[src/rtl/gbe_arb_pkg.sv]
// gbe_arb_pkg: shared state encoding, counter widths and lane-slice helper for the TX arbiter.
package gbe_arb_pkg;
  typedef enum logic {IDLE = 1'b0, STREAM = 1'b1} state_t;
  localparam int TO_W = 16;
  localparam int BC_W = 14;
  function automatic logic [31:0] lane(input logic [255:0] v, input int w, input int i);
    return 32'(v >> (w * i)) & 32'((33'd1 << w) - 33'd1);
  endfunction
endpackage

[src/rtl/gbe_rr_pick.sv]
// gbe_rr_pick: combinational round-robin picker, first valid at or after ptr (cyclic).
module gbe_rr_pick #(
  parameter int N = 4,
  localparam int IW = $clog2(N)
) (
  input  logic [N-1:0]  valid,
  input  logic [IW-1:0] ptr,
  output logic [N-1:0]  win,
  output logic          found
);
  always_comb begin
    win = '0;
    for (int k = N - 1; k >= 0; k--)
      if (valid[(int'(ptr) + k) % N]) win = N'(1) << ((int'(ptr) + k) % N);
  end
  assign found = |valid;
endmodule

[src/rtl/gbe_app_tx_arb.sv]
// gbe_app_tx_arb: packet-granular round-robin arbiter onto the gbe_udp app TX port.
// Optional GBE_ARB_PKT_LIMIT_EN forces eof on the MAX_PKT_BYTES-th byte of a packet.
module gbe_app_tx_arb
  import gbe_arb_pkg::*;
#(
  parameter int N_REQ = 4,
  parameter int TIMEOUT = 1024,
  parameter int MAX_PKT_BYTES = 8192
) (
  input  logic                  app_clk,
  input  logic                  app_rst,
  input  logic [N_REQ-1:0]      req_valid,
  input  logic [8*N_REQ-1:0]    req_data,
  input  logic [N_REQ-1:0]      req_dvld,
  input  logic [N_REQ-1:0]      req_eof,
  input  logic [32*N_REQ-1:0]   req_destip,
  input  logic [16*N_REQ-1:0]   req_destport,
  output logic [N_REQ-1:0]      req_grant,
  output logic                  req_afull,
  output logic [7:0]            app_tx_data,
  output logic                  app_tx_dvld,
  output logic                  app_tx_eof,
  output logic [31:0]           app_tx_destip,
  output logic [15:0]           app_tx_destport,
  input  logic                  app_tx_afull,
  output logic                  arb_timeout_err,
  output logic                  arb_proto_err
);
  localparam int IW = $clog2(N_REQ);
  state_t state, state_nx;
  logic [IW-1:0] rr_ptr, gi, win_i;
  logic [N_REQ-1:0] win;
  logic [TO_W-1:0] idle_cnt;
  logic found, g_dvld, g_eof, lim, abort, go, done, emit;
  gbe_rr_pick #(.N(N_REQ)) u_pick (.valid(req_valid), .ptr(rr_ptr), .win(win), .found(found));
  always_comb begin
    win_i = '0;
    for (int k = 0; k < N_REQ; k++) if (win[k]) win_i = IW'(k);
  end
  assign g_dvld = req_dvld[gi];
  assign g_eof = req_eof[gi];
`ifdef GBE_ARB_PKT_LIMIT_EN
  logic [BC_W-1:0] bcnt;
  assign lim = bcnt == BC_W'(MAX_PKT_BYTES - 1);
  always_ff @(posedge app_clk)
    if (app_rst || go) bcnt <= '0;
    else if (state == STREAM && g_dvld) bcnt <= bcnt + 1'b1;
`else
  assign lim = 1'b0;
`endif
  assign abort = !g_dvld && TIMEOUT != 0 && idle_cnt == TO_W'(TIMEOUT - 1);
  always_ff @(posedge app_clk)
    if (app_rst) state <= IDLE;
    else state <= state_nx;
  always_comb state_nx = go ? STREAM : done ? IDLE : state;
  always_comb begin
    go = state == IDLE && found && !app_tx_afull;
    done = state == STREAM && (g_dvld ? g_eof || lim : abort);
    emit = state == STREAM && (g_dvld || abort);
  end
  always_ff @(posedge app_clk) begin
    if (app_rst) begin
      req_grant <= '0;
      req_afull <= 1'b0;
      app_tx_data <= '0;
      app_tx_dvld <= 1'b0;
      app_tx_eof <= 1'b0;
      app_tx_destip <= '0;
      app_tx_destport <= '0;
      arb_timeout_err <= 1'b0;
      arb_proto_err <= 1'b0;
      rr_ptr <= '0;
      gi <= '0;
      idle_cnt <= '0;
    end else begin
      req_afull <= app_tx_afull;
      arb_proto_err <= |(req_dvld & ~req_grant);
      arb_timeout_err <= state == STREAM && (g_dvld ? lim && !g_eof : abort);
      app_tx_dvld <= emit;
      app_tx_eof <= done;
      idle_cnt <= (state == STREAM && !g_dvld) ? idle_cnt + 1'b1 : '0;
      if (emit) begin
        app_tx_data <= g_dvld ? 8'(lane(256'(req_data), 8, int'(gi))) : 8'h00;
        app_tx_destip <= lane(256'(req_destip), 32, int'(gi));
        app_tx_destport <= 16'(lane(256'(req_destport), 16, int'(gi)));
      end
      if (go) begin
        req_grant <= win;
        gi <= win_i;
      end else if (done) begin
        req_grant <= '0;
        rr_ptr <= (gi == IW'(N_REQ - 1)) ? '0 : gi + 1'b1;
      end
    end
  end
endmodule

[config.mk]
export PLATFORM = sky130hd
export DESIGN_NAME = gbe_app_tx_arb
export DESIGN_NICKNAME = d
export VERILOG_FILES = /design/src/rtl/gbe_arb_pkg.sv /design/src/rtl/gbe_rr_pick.sv /design/src/rtl/gbe_app_tx_arb.sv
export SDC_FILE = /design/constraint.sdc
export NUM_CORES = 1
export LEC_CHECK = 0
export BUFFER_PORTS_ARGS = -buffer_cell sky130_fd_sc_hd__buf_4
export CAP_MARGIN = 20
export CORE_MARGIN = 8
export CORE_UTILIZATION = 47
export DETAILED_ROUTE_END_ITERATION = 10
export PLACE_DENSITY_LB_ADDON = 0.08
export SYNTH_ARGS = -nofsm -noshare
export SYNTH_HDL_FRONTEND = slang
export SYNTH_SLANG_ARGS = --single-unit
[constraint.sdc]
create_clock -name app_clk -period 5.9 [get_ports app_clk]
set_input_delay 0.59 -clock app_clk [delete_from_list [all_inputs] [get_ports app_clk]]
set_output_delay 0.59 -clock app_clk [all_outputs]
set_load 0.01 [all_outputs]
* After elaboration in Yosys (flattened, before gate mapping)
Index checks and enable logic that the tools add are counted.
** Word-level totals
- Flip-flop bits (word level) :: 86
- Output and inout bits :: 65
- Word-level logic and storage cells :: 88
** Cells by class
- Add/sub/neg operators :: 5
- Order comparisons :: 5
- Equal/unequal tests :: 2
- Shift-type cells :: 7
- Mux-type cells :: 30
- Bitwise gates (word level) :: 8
- Reduce and logical (&&, ||, !) cells :: 18
** Operators by type and width (number)
- 128-bit by 7-bit right shift with 32-bit output :: 1
- 1-bit by 32-bit << shifter with 4-bit output (first input constant) :: 3
- 64-bit by 6-bit right shift with 16-bit output :: 1
- 32-bit by 5-bit right shift with 8-bit output :: 1
- 4-bit two-way mux :: 6
- 16-bit by 1-bit adder with 16-bit output (second input constant) :: 1
- 16-bit by 10-bit == test with 1-bit output (second input constant) :: 1
- 1-bit two-way mux :: 14
- 1-bit binary-select mux with 2-bit select :: 6
- 3-bit by 4-bit less-than comparator with 1-bit output (second input constant) :: 3
- 8-bit two-way mux :: 1
- 2-bit OR reduction :: 4
- 4-bit OR reduction :: 2
- 1-bit logical AND :: 7
- 2-bit by 3-bit less-than comparator with 1-bit output (second input constant) :: 2
- 2-bit two-way mux :: 3
- 2-bit by 1-bit adder with 2-bit output (second input constant) :: 2
- 2-bit adder (second input constant) :: 2
- 4-bit bitwise AND :: 1
- 4-bit NOT :: 1
- 1-bit by 2-bit << shifter with 4-bit output (first input constant) :: 1
- 1-bit bitwise AND (first input constant) :: 3
- 1-bit NOT :: 3
- 2-bit == test (second input constant) :: 1
- other kinds (4) :: 5

* Longest topological paths before layout
- Depth in word-level cells :: 13
- Depth in mapped cells :: 8

* Cells and area by module
Synthesis repeated with hierarchy kept, for this count alone.
** Unflattened totals
- Cells, all modules :: 490
- Area, all modules :: 4991.0 um^2
** Modules (own cells, without submodules)
- gbe_app_tx_arb :: instances 1, cells an instance 442, area each 4571.9 um^2
- gbe_rr_pick :: instances 1, cells an instance 48, area each 419.2 um^2

* Worst setup path after synthesis
Ideal clock, no wire load.
- Kind :: register to register
- Start :: register rr_ptr[0]
- End :: register req_grant[3]
- Library setup time :: 0.117 ns
- Data arrival time :: 2.503 ns
- Setup slack :: 3.281 ns
- Cell stages (with the launch flop) :: 9
- Buffers on the path :: 1
- Cells stage by stage :: dfxtp_1 -> buf_2 -> clkinv_1 -> ha_1 -> mux4_2 -> a31o_2 -> a211oi_1 -> o21ai_0 -> a22o_1
** Between the ends
- Cells in the longest elaborated chain, start to end :: 9
- Elaborated cells between the ends (all ways) :: 29
- Those cells by class :: add/sub: 3; shift: 4; mux: 16; bitwise: 3; reduce/logical: 3
** Ends and longest elaborated chain
- from (decl) :: RTL line gbe_app_tx_arb.sv:31 : logic [IW-1:0] rr_ptr, gi, win_i;
- from (signal assigned) :: RTL line gbe_app_tx_arb.sv:92 : rr_ptr <= (gi == IW'(N_REQ - 1)) ? '0 : gi + 1'b1;
- 2-bit adder :: RTL line gbe_rr_pick.sv:14 : if (valid[(int'(ptr) + k) % N]) win = N'(1) << ((int'(ptr) + k) % N);
- 1-bit binary-select mux with 2-bit select / 2-bit OR reduction (equally long branches)
- 1-bit two-way mux (implied by the code) / 1-bit bitwise AND (equally long branches)
- 1-bit two-way mux (implied by the code) / 1-bit by 32-bit << shifter with 4-bit output (equally long branches) :: RTL line gbe_rr_pick.sv:14
- 4-bit two-way mux (3 in a row) :: RTL line gbe_rr_pick.sv:14
- 4-bit two-way mux * :: RTL line gbe_rr_pick.sv:14
- 4-bit two-way mux * :: RTL line gbe_app_tx_arb.sv:87 : if (go) begin
- to (signal assigned) :: RTL line gbe_app_tx_arb.sv:88 : req_grant <= win;
- to (decl) :: RTL line gbe_app_tx_arb.sv:18 : output logic [N_REQ-1:0] req_grant,
Mark *: on every way between the ends. The rest lies on a longest branch, timed or not. The select of a mux whose other input is x is not followed.
A chain may end at the register's enable or synchronous reset.

* Worst setup path in the final report
Same ends and word-level chain as after synthesis.

==> reports/qor.yml <==
synthesis:
  async_reset_ff_share_pct: 0
  syn_nets: 729
  synth_cells: 482
  yosysSeqAreaShare_pct: 35.3
  yosys_warnings: 0
  synth_flop_cell: "dfxtp_1"
  ys_ff_latch: 86
  synth-edff-count: 0
  avgSynthCellArea_um2: 10.1
  netlist_area_um2: 4880
  ys_types: 47
clock_network:
  hold_buffers: 0
  cts.clk_slew.worst_paths_ns: 0.09
  clkSinkCount: 86
  cts_root_buffer: "clkbuf_8"
  cts_buffers: 9
  cts_tree: "yes"
  post_cts_buffers: 0
  h-tree-depth: 3
  clock_path_buffers: 2
  cts.repair.resized: 0
  clk_latency_ns: 0.36
setup_path:
  reg2reg_depth: 7
  cp-start-kind: "flop"
  r2r_setup_slack_ns: 2.84
  r2r-end: "req_grant[3]$_SDFFE_PP0P_"
  reg2reg_from: "rr_ptr[0]$_SDFFE_PP0P_"
  crit_arrival_ns: 3.31
  crit_fanout: 13
  end_kind: "flop"
  critPathRequiredTime_ns: 6.15
  path_class: "flop to flop"
finish:
  diodes: 0
  final_cell_area_um2: 7420
  nets: 1012
  n_fill_cell: 761
  drive_gt1_share_pct: 51.6
  area_growth_pct: 52.1
status:
  status: "finished, final reports clean"
worst_hold_path:
  hp-class: "flop to flop"
  min_to: "idle_cnt[0]$_SDFF_PP0_"
  hp-start: "idle_cnt[0]$_SDFF_PP0_"
  hold_depth: 1
sta:
  fmax_mhz: 327
  final-hold-violation-count: 0
  skew_ns: 0.0127
  rsz0062_at_grt: "no"
  setup_viol: 0
  fin_crit_sh_pct: 51.9
  tns_ns: 0
  slew_violations: 0
  slew_headroom_pct: 37.7
  worst_pin_slew_ns: 0.935
  min_period_ns: 3.06
power:
  p_leak_nw: 3.15
  ir_drop_mv: 0.115
  power_per_cell_area_nw_per_um2: 215
floorplanning:
  dieHeight_um: 118
  initial_core_util_pct: 47.9
  row_count: 37
  dieArea_um2: 13900
  coreArea_um2: 10200
  io_pins: 304
  die_width_um: 118
placement:
  place.port_buffers: 303
  place_area_um2: 7220
  dp_hpwl_um: 15100
  gp_congestion: 0.911
grt:
  grt_usage_pct: 26.4
  grt_pass1_vias: 5452
  grt_antenna_before_repair: 0
  grt_overflow: 0
  grt_max_degree: 67
  grt_first_pass_wirelength_um: 29300
detailed_routing:
  avgRoutedWirePerCell_um: 20.6
  avgViaCountPerCell: 5.57
  remaining_drc_errors: 0
  dr_total_vias: 5042
  final_antenna_net_count: 0
  finalWirelength_um: 18600
  first_pass_iters: 5
  dr.first_iter.drc_count: 237
run:
  cap_violations: 0
synth_stat cells, types with 7 or more instances:
master	instances	area share, %
dfxtp_1	86	35
ha_1	8	2.1
mux4_2	61	28
nor3_1	8	0.82
buf_2	8	0.82
xnor2_1	7	1.3
a22o_1	11	2.0
inv_1	11	0.85
clkbuf_1	20	1.5
and3_1	7	0.90
nor2_1	25	1.9
nand2_1	109	8.4
a21oi_1	52	5.3
layout by cell type, fill, tap and decap left out, types with 7 or more instances in the layout:
cell      Yosys  layout
inv_1        11      11
nor3_1        8       8
ha_1          8       8
xnor2_1       7       7
buf_4         3     306
a22o_1       11      11
mux4_2       61      61
a21oi_1      52      52
dfxtp_1      86      84
and3_1        7       7
nor2_1       25      25
clkbuf_8      0      10
nand2_1     109     109
flip-flops by register name, indices dropped and copies added, names as in the netlist:
register	cells
app_tx_destip	32
app_tx_destport	16
idle_cnt	16
app_tx_data	8
req_grant	4
gi	2
rr_ptr	2
app_tx_dvld	1
app_tx_eof	1
arb_proto_err	1
arb_timeout_err	1
req_afull	1
state	1
worst max path at each step:
stage               slack [ns]              startpoint                     endpoint
floorplan                 3.28  rr_ptr[0]$_SDFFE_PP0P_    req_grant[3]$_SDFFE_PP0P_
global placement          3.00      gi[1]$_SDFFE_PP0P_  app_tx_data[0]$_SDFFE_PP0P_
detailed placement        2.86  rr_ptr[0]$_SDFFE_PP0P_    req_grant[3]$_SDFFE_PP0P_
CTS                       2.84  rr_ptr[0]$_SDFFE_PP0P_    req_grant[3]$_SDFFE_PP0P_
global route              2.63  rr_ptr[0]$_SDFFE_PP0P_    req_grant[3]$_SDFFE_PP0P_
finish                    2.84  rr_ptr[0]$_SDFFE_PP0P_    req_grant[3]$_SDFFE_PP0P_
worst max-delay path: stages, from the launching register on:
cell,delay [ns]
dfxtp_1,0.61
clkinv_1,0.36
ha_1,0.48
mux4_2,0.61
a31o_2,0.24
a211oi_1,0.25
o21ai_0,0.17
a22o_1,0.23
through the flow:
step	total power [mW]	cells	hold WS (ns)	setup WS [ns]	utilization (%)
final	1.59	906	0.447	2.84	72.9
after global routing	1.67	906	0.465	2.63	72.9
after CTS	1.60	906	0.450	2.84	72.9
after detailed placement	1.18	890	0.443	2.86	70.9
after global placement	1.17	890	0.433	3.00	70.9
after floorplan	0.945	482	0.418	3.28	-
cell families after synthesis:
family / share of synthesized area, %
XOR/XNOR: 2.33
AND/OR/NAND/NOR: 15.5
AO/OA/AOI/OAI: 11.5
buffers and inverters: 3.97
flip-flops: 35.3
adder cells (fa/ha/maj): 2.05
multiplexers: 29.4
power breakdown:
group          total (mW)  internal, mW  switching (mW)
clock               0.429         0.209           0.220
combinational       0.509         0.300           0.209
sequential          0.657         0.616          0.0403
layer usage:
layer | GRT usage (%) | share of wire (%) | up-vias
li1 | - | - | 2337
met1 | 29.4 | 38 | 2412
met2 | 46.6 | 51 | 255
met3 | 7.63 | 8.0 | 38
met4 | 10.0 | 2.6 | 0
met5 | 0 | 0 | -
final cells by class:
class	instances	area, um2	share of cell area, %
Clock buffer	10	138	1.85
Clock inverter	6	68.8	0.927
Inverter	12	45.0	0.607
Multi-Input combinational cell	350	2980	40.1
Sequential cell	86	1730	23.3
Tap cell	136	170	2.29
Timing Repair Buffer	306	2300	30.9
Power figures use the tool's default switching activity.
